## src/rtl/rcpu_io_uart.sv

```systemverilog
// Memory-mapped 8N1 UART on the CPU SYS I/O bus: DATA/STATUS/DIV registers,
// TX and RX FIFOs, and a programmable clocks-per-bit divisor.
module rcpu_io_uart #(
  parameter logic [15:0] BASE_ADDR   = 16'h0000,
  parameter int          FIFO_DEPTH  = 8,
  parameter logic [15:0] DEFAULT_DIV = 16'd104
) (
  input  logic        clk,
  input  logic        reset,
  input  logic        io_read_enable,
  input  logic        io_write_enable,
  input  logic [15:0] io_address,
  input  logic [15:0] io_write_data,
  output logic [15:0] io_read_data,
  output logic        uart_tx,
  input  logic        uart_rx
);

  localparam int AW = $clog2(FIFO_DEPTH);
  localparam logic [15:0] ADDR_DATA   = BASE_ADDR;
  localparam logic [15:0] ADDR_STATUS = BASE_ADDR + 16'd4;
  localparam logic [15:0] ADDR_DIV    = BASE_ADDR + 16'd8;
  localparam logic [1:0] ST_IDLE  = 2'd0;
  localparam logic [1:0] ST_START = 2'd1;
  localparam logic [1:0] ST_DATA  = 2'd2;
  localparam logic [1:0] ST_STOP  = 2'd3;
  localparam logic [AW:0] PTR_ONE = {{AW{1'b0}}, 1'b1};

  logic [15:0] div_r, eff_div_s, rd_data_r, rd_mux_s, status_s;
  logic        txovf_r, rxovr_r, frameerr_r;
  logic        sel_data_s, sel_status_s, sel_div_s;
  logic        wr_data_s, wr_div_s, rd_data_sel_s, rd_status_s;

  logic [7:0]  tx_mem_r [FIFO_DEPTH];
  logic [AW:0] tx_wr_ptr_r, tx_rd_ptr_r;
  logic        tx_empty_s, tx_full_s, tx_push_s, tx_pop_s, txovf_set_s;
  logic [1:0]  tx_state_r;
  logic [15:0] tx_cnt_r, tx_div_r;
  logic [2:0]  tx_bit_r;
  logic [7:0]  tx_shift_r;
  logic        tx_line_r, tx_bit_end_s, tx_idle_s;

  logic [7:0]  rx_mem_r [FIFO_DEPTH];
  logic [AW:0] rx_wr_ptr_r, rx_rd_ptr_r;
  logic        rx_empty_s, rx_full_s, rx_push_s, rx_pop_s;
  logic        rx_meta_r, rx_sync_r, rx_prev_r, rx_fall_s;
  logic [1:0]  rx_state_r;
  logic [15:0] rx_cnt_r, rx_div_r;
  logic [2:0]  rx_bit_r;
  logic [7:0]  rx_shift_r;
  logic        rx_bit_end_s, rx_half_end_s, rx_stop_s, rx_stop_ok_s;
  logic        rxovr_set_s, frameerr_set_s;

  assign sel_data_s    = (io_address == ADDR_DATA);
  assign sel_status_s  = (io_address == ADDR_STATUS);
  assign sel_div_s     = (io_address == ADDR_DIV);
  assign wr_data_s     = io_write_enable & sel_data_s;
  assign wr_div_s      = io_write_enable & sel_div_s;
  assign rd_data_sel_s = io_read_enable & sel_data_s;
  assign rd_status_s   = io_read_enable & sel_status_s;
  assign eff_div_s     = (div_r < 16'd4) ? 16'd4 : div_r;

  assign tx_empty_s = (tx_wr_ptr_r == tx_rd_ptr_r);
  assign tx_full_s  = (tx_wr_ptr_r[AW] != tx_rd_ptr_r[AW]) &&
                      (tx_wr_ptr_r[AW-1:0] == tx_rd_ptr_r[AW-1:0]);
  assign rx_empty_s = (rx_wr_ptr_r == rx_rd_ptr_r);
  assign rx_full_s  = (rx_wr_ptr_r[AW] != rx_rd_ptr_r[AW]) &&
                      (rx_wr_ptr_r[AW-1:0] == rx_rd_ptr_r[AW-1:0]);

  // A pop on the same edge frees a slot, so a push into a full FIFO is then accepted.
  assign tx_bit_end_s = (tx_cnt_r == tx_div_r - 16'd1);
  assign tx_pop_s     = ~tx_empty_s & ((tx_state_r == ST_IDLE) |
                                       ((tx_state_r == ST_STOP) & tx_bit_end_s));
  assign tx_push_s    = wr_data_s & (~tx_full_s | tx_pop_s);
  assign txovf_set_s  = wr_data_s & tx_full_s & ~tx_pop_s;
  assign tx_idle_s    = (tx_state_r == ST_IDLE) & tx_empty_s;

  assign rx_fall_s      = rx_prev_r & ~rx_sync_r;
  assign rx_bit_end_s   = (rx_cnt_r == rx_div_r - 16'd1);
  assign rx_half_end_s  = (rx_cnt_r == (rx_div_r >> 1) - 16'd1);
  assign rx_stop_s      = (rx_state_r == ST_STOP) & rx_bit_end_s;
  assign rx_stop_ok_s   = rx_stop_s & rx_sync_r;
  assign frameerr_set_s = rx_stop_s & ~rx_sync_r;
  assign rx_pop_s       = rd_data_sel_s & ~rx_empty_s;
  assign rx_push_s      = rx_stop_ok_s & (~rx_full_s | rx_pop_s);
  assign rxovr_set_s    = rx_stop_ok_s & rx_full_s & ~rx_pop_s;

  assign status_s = {10'd0, txovf_r, frameerr_r, rxovr_r, tx_idle_s, tx_full_s, ~rx_empty_s};

  // Read-data multiplexer; status and DIV reflect the state before this edge.
  always_comb begin
    rd_mux_s = 16'h0000;
    if (sel_data_s) begin
      if (!rx_empty_s) begin
        rd_mux_s = {7'd0, 1'b1, rx_mem_r[rx_rd_ptr_r[AW-1:0]]};
      end else begin
        rd_mux_s = 16'h0000;
      end
    end else if (sel_status_s) begin
      rd_mux_s = status_s;
    end else if (sel_div_s) begin
      rd_mux_s = div_r;
    end else begin
      rd_mux_s = 16'h0000;
    end
  end

  // Bus-facing registers: read data, divisor and sticky flags.
  always_ff @(posedge clk) begin
    if (reset) begin
      rd_data_r  <= 16'h0000;
      div_r      <= DEFAULT_DIV;
      txovf_r    <= 1'b0;
      rxovr_r    <= 1'b0;
      frameerr_r <= 1'b0;
    end else begin
      if (io_read_enable) rd_data_r <= rd_mux_s;
      if (wr_div_s) div_r <= io_write_data;
      txovf_r    <= txovf_set_s    | (txovf_r    & ~rd_status_s);
      rxovr_r    <= rxovr_set_s    | (rxovr_r    & ~rd_status_s);
      frameerr_r <= frameerr_set_s | (frameerr_r & ~rd_status_s);
    end
  end

  // FIFO storage.
  always_ff @(posedge clk) begin
    if (tx_push_s) tx_mem_r[tx_wr_ptr_r[AW-1:0]] <= io_write_data[7:0];
    if (rx_push_s) rx_mem_r[rx_wr_ptr_r[AW-1:0]] <= rx_shift_r;
  end

  // FIFO pointers.
  always_ff @(posedge clk) begin
    if (reset) begin
      tx_wr_ptr_r <= '0;
      tx_rd_ptr_r <= '0;
      rx_wr_ptr_r <= '0;
      rx_rd_ptr_r <= '0;
    end else begin
      if (tx_push_s) tx_wr_ptr_r <= tx_wr_ptr_r + PTR_ONE;
      if (tx_pop_s)  tx_rd_ptr_r <= tx_rd_ptr_r + PTR_ONE;
      if (rx_push_s) rx_wr_ptr_r <= rx_wr_ptr_r + PTR_ONE;
      if (rx_pop_s)  rx_rd_ptr_r <= rx_rd_ptr_r + PTR_ONE;
    end
  end

  // TX framing FSM; the line level is registered alongside the state.
  always_ff @(posedge clk) begin
    if (reset) begin
      tx_state_r <= ST_IDLE;
      tx_cnt_r   <= 16'd0;
      tx_div_r   <= 16'd4;
      tx_bit_r   <= 3'd0;
      tx_shift_r <= 8'd0;
      tx_line_r  <= 1'b1;
    end else begin
      case (tx_state_r)
        ST_IDLE: begin
          tx_line_r <= 1'b1;
          if (tx_pop_s) begin
            tx_shift_r <= tx_mem_r[tx_rd_ptr_r[AW-1:0]];
            tx_div_r   <= eff_div_s;
            tx_cnt_r   <= 16'd0;
            tx_line_r  <= 1'b0;
            tx_state_r <= ST_START;
          end
        end
        ST_START: begin
          if (tx_bit_end_s) begin
            tx_cnt_r   <= 16'd0;
            tx_bit_r   <= 3'd0;
            tx_line_r  <= tx_shift_r[0];
            tx_state_r <= ST_DATA;
          end else begin
            tx_cnt_r <= tx_cnt_r + 16'd1;
          end
        end
        ST_DATA: begin
          if (tx_bit_end_s) begin
            tx_cnt_r <= 16'd0;
            if (tx_bit_r == 3'd7) begin
              tx_line_r  <= 1'b1;
              tx_state_r <= ST_STOP;
            end else begin
              tx_bit_r   <= tx_bit_r + 3'd1;
              tx_shift_r <= {1'b0, tx_shift_r[7:1]};
              tx_line_r  <= tx_shift_r[1];
            end
          end else begin
            tx_cnt_r <= tx_cnt_r + 16'd1;
          end
        end
        ST_STOP: begin
          if (tx_bit_end_s) begin
            tx_cnt_r <= 16'd0;
            if (tx_pop_s) begin
              tx_shift_r <= tx_mem_r[tx_rd_ptr_r[AW-1:0]];
              tx_div_r   <= eff_div_s;
              tx_line_r  <= 1'b0;
              tx_state_r <= ST_START;
            end else begin
              tx_state_r <= ST_IDLE;
            end
          end else begin
            tx_cnt_r <= tx_cnt_r + 16'd1;
          end
        end
        default: begin
          tx_state_r <= ST_IDLE;
          tx_line_r  <= 1'b1;
        end
      endcase
    end
  end

  // RX line synchronizer and previous-level tracker for start-edge detection.
  always_ff @(posedge clk) begin
    if (reset) begin
      rx_meta_r <= 1'b1;
      rx_sync_r <= 1'b1;
      rx_prev_r <= 1'b1;
    end else begin
      rx_meta_r <= uart_rx;
      rx_sync_r <= rx_meta_r;
      rx_prev_r <= rx_sync_r;
    end
  end

  // RX framing FSM; the start bit is re-checked half a bit in to reject glitches.
  always_ff @(posedge clk) begin
    if (reset) begin
      rx_state_r <= ST_IDLE;
      rx_cnt_r   <= 16'd0;
      rx_div_r   <= 16'd4;
      rx_bit_r   <= 3'd0;
      rx_shift_r <= 8'd0;
    end else begin
      case (rx_state_r)
        ST_IDLE: begin
          if (rx_fall_s) begin
            rx_div_r   <= eff_div_s;
            rx_cnt_r   <= 16'd0;
            rx_state_r <= ST_START;
          end
        end
        ST_START: begin
          if (rx_half_end_s) begin
            rx_cnt_r   <= 16'd0;
            rx_bit_r   <= 3'd0;
            rx_state_r <= rx_sync_r ? ST_IDLE : ST_DATA;
          end else begin
            rx_cnt_r <= rx_cnt_r + 16'd1;
          end
        end
        ST_DATA: begin
          if (rx_bit_end_s) begin
            rx_cnt_r   <= 16'd0;
            rx_shift_r <= {rx_sync_r, rx_shift_r[7:1]};
            if (rx_bit_r == 3'd7) begin
              rx_state_r <= ST_STOP;
            end else begin
              rx_bit_r <= rx_bit_r + 3'd1;
            end
          end else begin
            rx_cnt_r <= rx_cnt_r + 16'd1;
          end
        end
        ST_STOP: begin
          if (rx_bit_end_s) begin
            rx_cnt_r   <= 16'd0;
            rx_state_r <= ST_IDLE;
          end else begin
            rx_cnt_r <= rx_cnt_r + 16'd1;
          end
        end
        default: begin
          rx_state_r <= ST_IDLE;
        end
      endcase
    end
  end

  assign io_read_data = rd_data_r;
  assign uart_tx      = tx_line_r;

endmodule

```

## config.mk

```make
export PLATFORM = sky130hd
export DESIGN_NAME = rcpu_io_uart
export DESIGN_NICKNAME = d
export VERILOG_FILES = /design/src/rtl/rcpu_io_uart.sv
export SDC_FILE = /design/constraint.sdc
export NUM_CORES = 1
export LEC_CHECK = 0
export BUFFER_PORTS_ARGS = -buffer_cell sky130_fd_sc_hd__buf_2
export CAP_MARGIN = 20
export CORE_MARGIN = 4
export CORE_UTILIZATION = 40
export CTS_CLUSTER_DIAMETER = 50
export DETAILED_ROUTE_END_ITERATION = 10
export PLACE_DENSITY = 0.58
export SLEW_MARGIN = 15
export SYNTH_ARGS = -nofsm -noshare
export SYNTH_HDL_FRONTEND = slang
export SYNTH_SLANG_ARGS = --single-unit
```

## constraint.sdc

```tcl
create_clock -name clk -period 5.6 [get_ports clk]
set_input_delay 0.56 -clock clk [delete_from_list [all_inputs] [get_ports clk]]
set_output_delay 0.56 -clock clk [all_outputs]
set_load 0.1 [all_outputs]
```

======== After elaboration in Yosys (flattened, before gate mapping) ========
Memories as Yosys holds them, arrays and structs flattened. A register that Yosys moved wholly into a read port is not among the register bits.
Cells that the tools add are included.
storage, ports and cells
  bits in registers ....................... 145
  RAM bits ................................ 128
  memories ................................ 2
cells by class
  add/sub/neg operators ................... 11
  $lt $le $gt $ge ......................... 1
  eq/ne operators ......................... 32
  mux-type cells .......................... 57
  bitwise gates (word level) .............. 35
  reductions and logical operators ........ 20
memories
  name      words  width  read ports  clocked after Yosys merged registers in  write ports  line  RTL
  rx_mem_r  8      8      1           1                                        1            43    logic [7:0] rx_mem_r [FIFO_DEPTH];
  tx_mem_r  8      8      1           1                                        1            34    logic [7:0] tx_mem_r [FIFO_DEPTH];
operator list
  cell                                                                            count
  16-bit 2-to-1 mux                                                               11
  16-bit one-hot mux with 2 select lines                                          2
  16-bit == test                                                                  3
  16-bit one-hot mux with 3 select lines                                          1
  16-bit by 1-bit adder with 16-bit output (second input constant)                2
  8-bit 2-to-1 mux                                                                4
  16-bit by 1-bit subtractor with 16-bit output (second input constant)           2
  3-bit 2-to-1 mux                                                                10
  2-bit != test (second input constant)                                           13
  8-bit one-hot mux with 3 select lines                                           1
  2-bit 2-to-1 mux                                                                11
  1-bit AND                                                                       21
  4-bit by 1-bit adder with 4-bit output (second input constant)                  4
  16-bit by 3-bit == test with 1-bit output (second input constant)               1
  16-bit by 4-bit == test with 1-bit output (second input constant)               1
  16-bit logical NOT                                                              1
  16-bit by 3-bit less-than comparator with 1-bit output (second input constant)  1
  2-bit one-hot mux with 4 select lines                                           2
  4-bit AND reduction                                                             4
  15-bit by 1-bit subtractor with 16-bit output (second input constant)           1
  3-bit one-hot mux with 2 select lines                                           2
  1-bit 2-to-1 mux                                                                11
  5-bit AND reduction                                                             2
  9-bit 2-to-1 mux                                                                1
  17 further kinds                                                                44

======== Depth between registers and ports, before layout ========
Gate-level depths: netlist of run 1.
  word-level depth ........................ 9
  depth in mapped cells ................... 13

======== Least setup slack after synthesis of run 1 ========
No wires, ideal clock.
  path type ............................... flip-flop to flip-flop
  start ................................... register tx_div_r[0]
  end ..................................... memory tx_mem_r[4][0] (enable)
  setup time .............................. 0.398 ns
  arrival ................................. 3.830 ns
  data required time ...................... 5.202 ns
  setup slack ............................. 1.372 ns
  cell stages (with the launch flop) ...... 13
  cells stage by stage .................... dfxtp_1 > inv_1 > ha_1 > buf_2 > or3b_1 > or4b_1 > a211oi_1 > a311oi_1 > nor4_2 > a211oi_2 > or2_1 > clkbuf_1 > nor4b_1
on the way
  cells in the longest elaborated chain, start to end .. 9
ends and longest elaborated chain
  what                                           line  RTL
  start: declaration                             38    logic [15:0] tx_cnt_r, tx_div_r;
  start signal: assignment                       161   tx_div_r <= eff_div_s;
  start signal: assignment                       197   tx_div_r <= eff_div_s;
  16-bit by 1-bit subtractor with 16-bit output  71    assign tx_bit_end_s = (tx_cnt_r == tx_div_r - 16'd1);
  16-bit == test                                 71
  1-bit AND                                      73    ((tx_state_r == ST_STOP) & tx_bit_end_s));
  1-bit bitwise OR                               72    assign tx_pop_s = ~tx_empty_s & ((tx_state_r == ST_IDLE) |
  1-bit AND                                      72
  1-bit bitwise OR                               74    assign tx_push_s = wr_data_s & (~tx_full_s | tx_pop_s);
  1-bit AND                                      74
  1-bit 2-to-1 mux                               127   if (tx_push_s) tx_mem_r[tx_wr_ptr_r[AW-1:0]] <= io_write_data[7:0];
  1-bit 2-to-1 mux (not written as such)         127
  end: declaration                               34
Every way passes these cells.

======== Worst setup path in the final report of run 1 ========
  start ................................... register tx_div_r[0]
  end ..................................... memory tx_mem_r[4][1] (enable)
Same word-level chain as after synthesis.

==> flow_summary.yaml, run 1 <==
logic_synthesis:
  synth_xor_area_share_pct: 4.97
  synth_top_family_by_area: "simple AND/OR/NAND/NOR gates"
  synthFlopType: "dfxtp_1"
  muxShareOfSynthArea_pct: 10.1
  synthAdderAreaFrac_pct: 1.58
  synthTopCellsByArea: "edfxtp_1, dfxtp_1, mux4_2, nand2_1, mux2i_1"
  seq_area_frac_synth_pct: 50.9
  synth-simple-area-share_pct: 17.7
  synth_common_cells: "dfxtp_1, nand2_1, edfxtp_1, nor2_1, a21oi_1"
  synthArstFlopShare_pct: 0
  synth_compound_area_share_pct: 11.1
  synthCells: 1273
  netlist_area_um2: 13500
  yosysWarnings: 0
  synth.ff_latch_count: 279
  synth_top_area_cell: "edfxtp_1"
  yosysTopAreaCellShare_pct: 28.5
  syn_nets: 1327
  avgSynthCellArea_um2: 10.6
  synth_edf_count: 128
  synth_cell_type_count: 82
critical_path:
  reg2reg_slack_ns: 1.07
  r2r-end: "tx_mem_r[4][1]"
  cp_max_fo: 20
  ff2ff_path_depth: 11
  cp_slowest_cell: "nor4b_2"
  cp-start-kind: "register"
  worstPathArrival_ns: 4.67
  crit_cells: 11
  path_buf_inv: 2
  timing.rr.start: "tx_div_r[0]"
  critPathTopFamily: "simple AND/OR/NAND/NOR gates"
  worstSetupPathType: "register to register"
  crit_chain: "inv_1, ha_1, nor4b_1, a31oi_1, nor4_1, o221ai_1, nor4_4, buf_4, a211oi_2, or2_1, nor4b_2"
  crit_path_end_kind: "register"
  critPathMaxStageDelay_ns: 0.80
  cp.required_ns: 5.75
route:
  viasPerCell: 5.45
  drt_iter0_markers: 625
  wl_per_cell_um: 18.0
  remaining_drc_errors: 0
  ant_nets: 0
  first_pass_iters: 6
  wirelength_um: 31600
  vias: 9551
timing:
  setup_viol: 0
  slew_viol_final: 0
  maxSlewHeadroom_pct: 28.7
  hold_viol_final: 0
  holdWs_ns: 0.224
  min_period_over_period_pct: 80.8
  fin_ws_ns: 1.07
  layout_min_cycle_time_ns: 4.53
  rsz0062_at_grt: "no"
  worstMarginPinSlew_ns: 1.07
  finalSetupTns_ns: 0
  max_freq_mhz: 221
  finalClockSkew_ns: 0.0192
placed_design:
  dp_cells: 1685
  hpwl_um: 21800
  port_buffers: 53
  placed_area_um2: 14100
  gp_congestion: 0.868
  dp_slack_ns: 1.15
layout:
  antenna_cells: 0
  areaGrowthSynthToFinish_pct: 13.3
  post-route-util_pct: 46.5
  final_cell_area_um2: 15300
  drive_gt1_share_pct: 15.4
  nets: 1336
  instances_no_fill: 1752
clock_network:
  cts_setup_buffers: 0
  cts_tree: "yes"
  clk_pin_slew_ns: 0.05
  cts.sinks: 279
  clock_latency_ns: 0.52
  post_cts_resized: 0
  postCtsHoldBufs: 0
  cts-htree-levels: 2
  cts_root_buf: "clkbuf_16"
  cts_buffers: 37
  cts_buffer_depth: 3
global_route:
  grt_pass1_vias: 9241
  grt_start_max_net_pins: 82
  overflow: 0
  antenna_found_initial: 2
  grt_pass1_wl_um: 50900
  grt.total_usage_pct: 17.1
floorplanning:
  core-area_um2: 32900
  die_h_um: 192
  dieArea_um2: 36700
  start_util_pct: 41.1
  die_w_um: 192
  pin_count: 54
  row_count: 66
pwr:
  max-vdd-ir-drop_mv: 0.245
  p_per_area_nw_per_um2: 337
  power_mw: 5.15
  cellLeakagePower_nw: 5.31
run:
  drv_cap: 0
hold_path:
  hold_class: "primary input to register"
  hold_path_depth: 2
  hp-start: "uart_rx"
  min_to: "rx_meta_r"
run_status:
  status: "complete, no violations"
## metal layers
| metal | vias up | part of all wire, % | global-route usage, % |
|---|---|---|---|
| met5 | - | 0.13 | 0 |
| li1 | 4709 | - | - |
| met3 | 47 | 5.1 | 3.07 |
| met1 | 4592 | 48 | 24.7 |
| met4 | 4 | 1.6 | 3.54 |
| met2 | 199 | 45 | 27.1 |
## area by class of cell
class                           instances  area, um^2
Clock buffer                           47        1040
Clock inverter                         20         171
Fill cell                            3125       17600
Inverter                               24        90.1
Multi-Input combinational cell        873        6180
Sequential cell                       279        6870
Tap cell                              442         553
Timing Repair Buffer                   67         393
## registers in the layout, indices dropped and copies added, names as in the netlist, 4 cells and up, named ones only
signal,cells
rx_shift_r,8
tx_cnt_r,16
tx_mem_r,64
div_r,16
rx_div_r,16
tx_rd_ptr_r,4
rx_mem_r,64
rx_wr_ptr_r,4
tx_shift_r,8
rx_rd_ptr_r,4
rx_cnt_r,16
io_read_data,16
tx_wr_ptr_r,4
tx_div_r,16
## where the power goes
group / switching [mW] / internal, mW
clock: 0.901 / 1.37
combinational: 0.392 / 0.248
sequential: 0.0735 / 2.16
total: 1.37 / 3.78
## logic make-up after synthesis
family | Yosys count
compound gates | 219
fa+ha+maj | 17
mux | 94
xor+xnor | 75
simple gates | 468
buf+inv | 121
flops | 279
## worst max-delay path by stage
stage / start / end
2_1_floorplan: tx_div_r[0] / tx_mem_r[4][0]
3_3_place_gp: tx_div_r[0] / tx_mem_r[4][1]
3_5_place_dp: tx_div_r[0] / tx_mem_r[4][1]
4_1_cts: tx_div_r[0] / tx_mem_r[4][4]
5_1_grt: tx_div_r[0] / tx_mem_r[1][3]
6_report: tx_div_r[0] / tx_mem_r[4][1]
## layout by cell type (no fill, tap or decap), types with 13 or more instances in the layout
cell type and count:
mux2_2 13, a21oi_1 82, nand2_1 151, edfxtp_1 128, nand2b_1 20, nor2_1 85, buf_2 52, buf_4 14
mux4_2 32, inv_1 23, nor4_1 21, nor3_1 29, o21ai_0 27, clkbuf_16 39, dfxtp_1 150, mux2i_1 48
xor2_1 29, and3_1 17, xnor2_1 45, ha_1 17, nand3_1 38
Power figures use the tool's default switching activity.
==> run 2: changes to the inputs <==
==> constraint.sdc (replaced) <==
create_clock -name clk -period 4.25 [get_ports clk]
set_input_delay 0.425 -clock clk [delete_from_list [all_inputs] [get_ports clk]]
set_output_delay 0.425 -clock clk [all_outputs]
set_load 0.1 [all_outputs]
==> flow_summary.yaml, run 2 (synthesis results as in run 1) <==
floorplanning:
  core-area_um2: 32900
  die_w_um: 192
  dieArea_um2: 36700
  row_count: 66
  pin_count: 54
  start_util_pct: 41.1
  die_h_um: 192
critical_path:
  cp.required_ns: 4.49
  critPathMaxStageDelay_ns: 0.52
  worstSetupPathType: "register to register"
  cp_max_fo: 8
  critPathTopFamily: "simple AND/OR/NAND/NOR gates"
  path_buf_inv: 2
  crit_path_end_kind: "register"
  worstPathArrival_ns: 4.16
  crit_chain: "inv_1, ha_1, or3b_1, or4b_1, a211oi_1, a311oi_1, nor4_4, a211oi_2, or2_1, nor4b_2, buf_4"
  crit_cells: 11
  cp-start-kind: "register"
  timing.rr.start: "tx_div_r[0]"
  r2r-end: "tx_mem_r[1][1]"
  reg2reg_slack_ns: 0.33
  ff2ff_path_depth: 11
  cp_slowest_cell: "or4b_1"
timing:
  finalClockSkew_ns: 0.0219
  worstMarginPinSlew_ns: 0.905
  layout_min_cycle_time_ns: 3.92
  setup_viol: 0
  max_freq_mhz: 255
  finalSetupTns_ns: 0
  slew_viol_final: 0
  maxSlewHeadroom_pct: 39.5
  rsz0062_at_grt: "no"
  min_period_over_period_pct: 92.1
  hold_viol_final: 0
placed_design:
  hpwl_um: 21800
  port_buffers: 53
  placed_area_um2: 14200
  gp_congestion: 0.852
layout:
  nets: 1348
  fill_cells: 3081
  areaGrowthSynthToFinish_pct: 13.7
  final_cell_area_um2: 15300
  final_cell_mix: "nand2_1, dfxtp_1, edfxtp_1"
  drive_gt1_share_pct: 15.9
  final_common_cell: "nand2_1"
  antenna_cells: 0
clock_network:
  cts_setup_buffers: 0
  post_cts_resized: 0
  cts_buffers: 36
  clk_pin_slew_ns: 0.06
  cts_buffer_depth: 3
  cts_root_buf: "clkbuf_16"
  cts_tree: "yes"
  postCtsHoldBufs: 0
  clock_latency_ns: 0.52
  cts.sinks: 279
  cts-htree-levels: 2
route:
  vias: 9605
  wirelength_um: 31600
  remaining_drc_errors: 0
  first_pass_iters: 5
  drt_iter0_markers: 644
  wl_per_cell_um: 17.9
  viasPerCell: 5.46
  ant_nets: 0
global_route:
  grt_pass1_vias: 9211
  grt.total_usage_pct: 17.1
  grt_pass1_wl_um: 50600
  grt_start_max_net_pins: 81
  overflow: 0
  antenna_found_initial: 2
pwr:
  p_per_area_nw_per_um2: 443
  max-vdd-ir-drop_mv: 0.304
  cellLeakagePower_nw: 5.35
hold_path:
  min_to: "rx_meta_r"
  hp-start: "uart_rx"
  hold_class: "primary input to register"
  hold_path_depth: 2
run:
  drv_cap: 0
run_status:
  status: "complete, no violations"
-- run 2: worst max-delay path by stage --
stage	start	to	slack (ns)
floorplan	tx_div_r[0]	tx_mem_r[4][0]	0.02
global placement	tx_div_r[0]	tx_mem_r[4][2]	0.47
detailed placement	tx_div_r[0]	tx_mem_r[1][1]	0.38
CTS	tx_div_r[0]	tx_mem_r[1][1]	0.36
global route	tx_div_r[0]	tx_mem_r[4][2]	0.07
finish	tx_div_r[0]	tx_mem_r[1][1]	0.33
-- run 2: per-stage QoR --
| step | power (mW) | hold WS, ns | std cells | setup slack [ns] | util (%) |
|---|---|---|---|---|---|
| 2_1_floorplan | 3.65 | 0.389 | 1273 | 0.0224 | - |
| 3_3_place_gp | 3.86 | 0.399 | 1698 | 0.470 | 43.1 |
| 3_5_place_dp | 3.86 | 0.413 | 1698 | 0.377 | 43.1 |
| 4_1_cts | 6.88 | 0.0683 | 1760 | 0.364 | 46.7 |
| 5_1_grt | 7.09 | 0.0896 | 1760 | 0.0707 | 46.7 |
| 6_report | 6.80 | 0.0947 | 1760 | 0.334 | 46.7 |
-- run 2: final cells by class --
class	count	area, um^2	area share, %
timing repair buffer	80	470	3.07
multi-input combinational	873	6180	40.3
clock inverter	17	215	1.40
tap	442	553	3.60
clock buffer	45	965	6.29
inverter	24	90.1	0.587
sequential	279	6870	44.8
-- run 2: worst reg2reg max path: cells and delay by family (launching register included) --
family                   cells  cell delay [ns]
AO/OA/AOI/OAI                3             0.58
adder cells (fa/ha/maj)      1             0.32
buffers and inverters        2             0.32
flip-flops                   1             0.34
AND/OR/NAND/NOR              5             2.08
-- run 2: power breakdown --
part	leakage [nW]	internal [mW]	switching [mW]	total, mW
Combinational	2.40	0.339	0.519	0.857
Sequential	2.39	2.85	0.0972	2.95
Clock	0.564	1.86	1.14	3.00
Total	5.35	5.05	1.75	6.80
-- run 2: metal layers --
metal  share of wire, %  GRT usage, %  vias up
met5              0.066             0        -
met2                 46          27.4      200
met1                 48          24.4     4630
met4                2.0          4.23        4
met3                4.7          2.82       51
li1                   -             -     4720
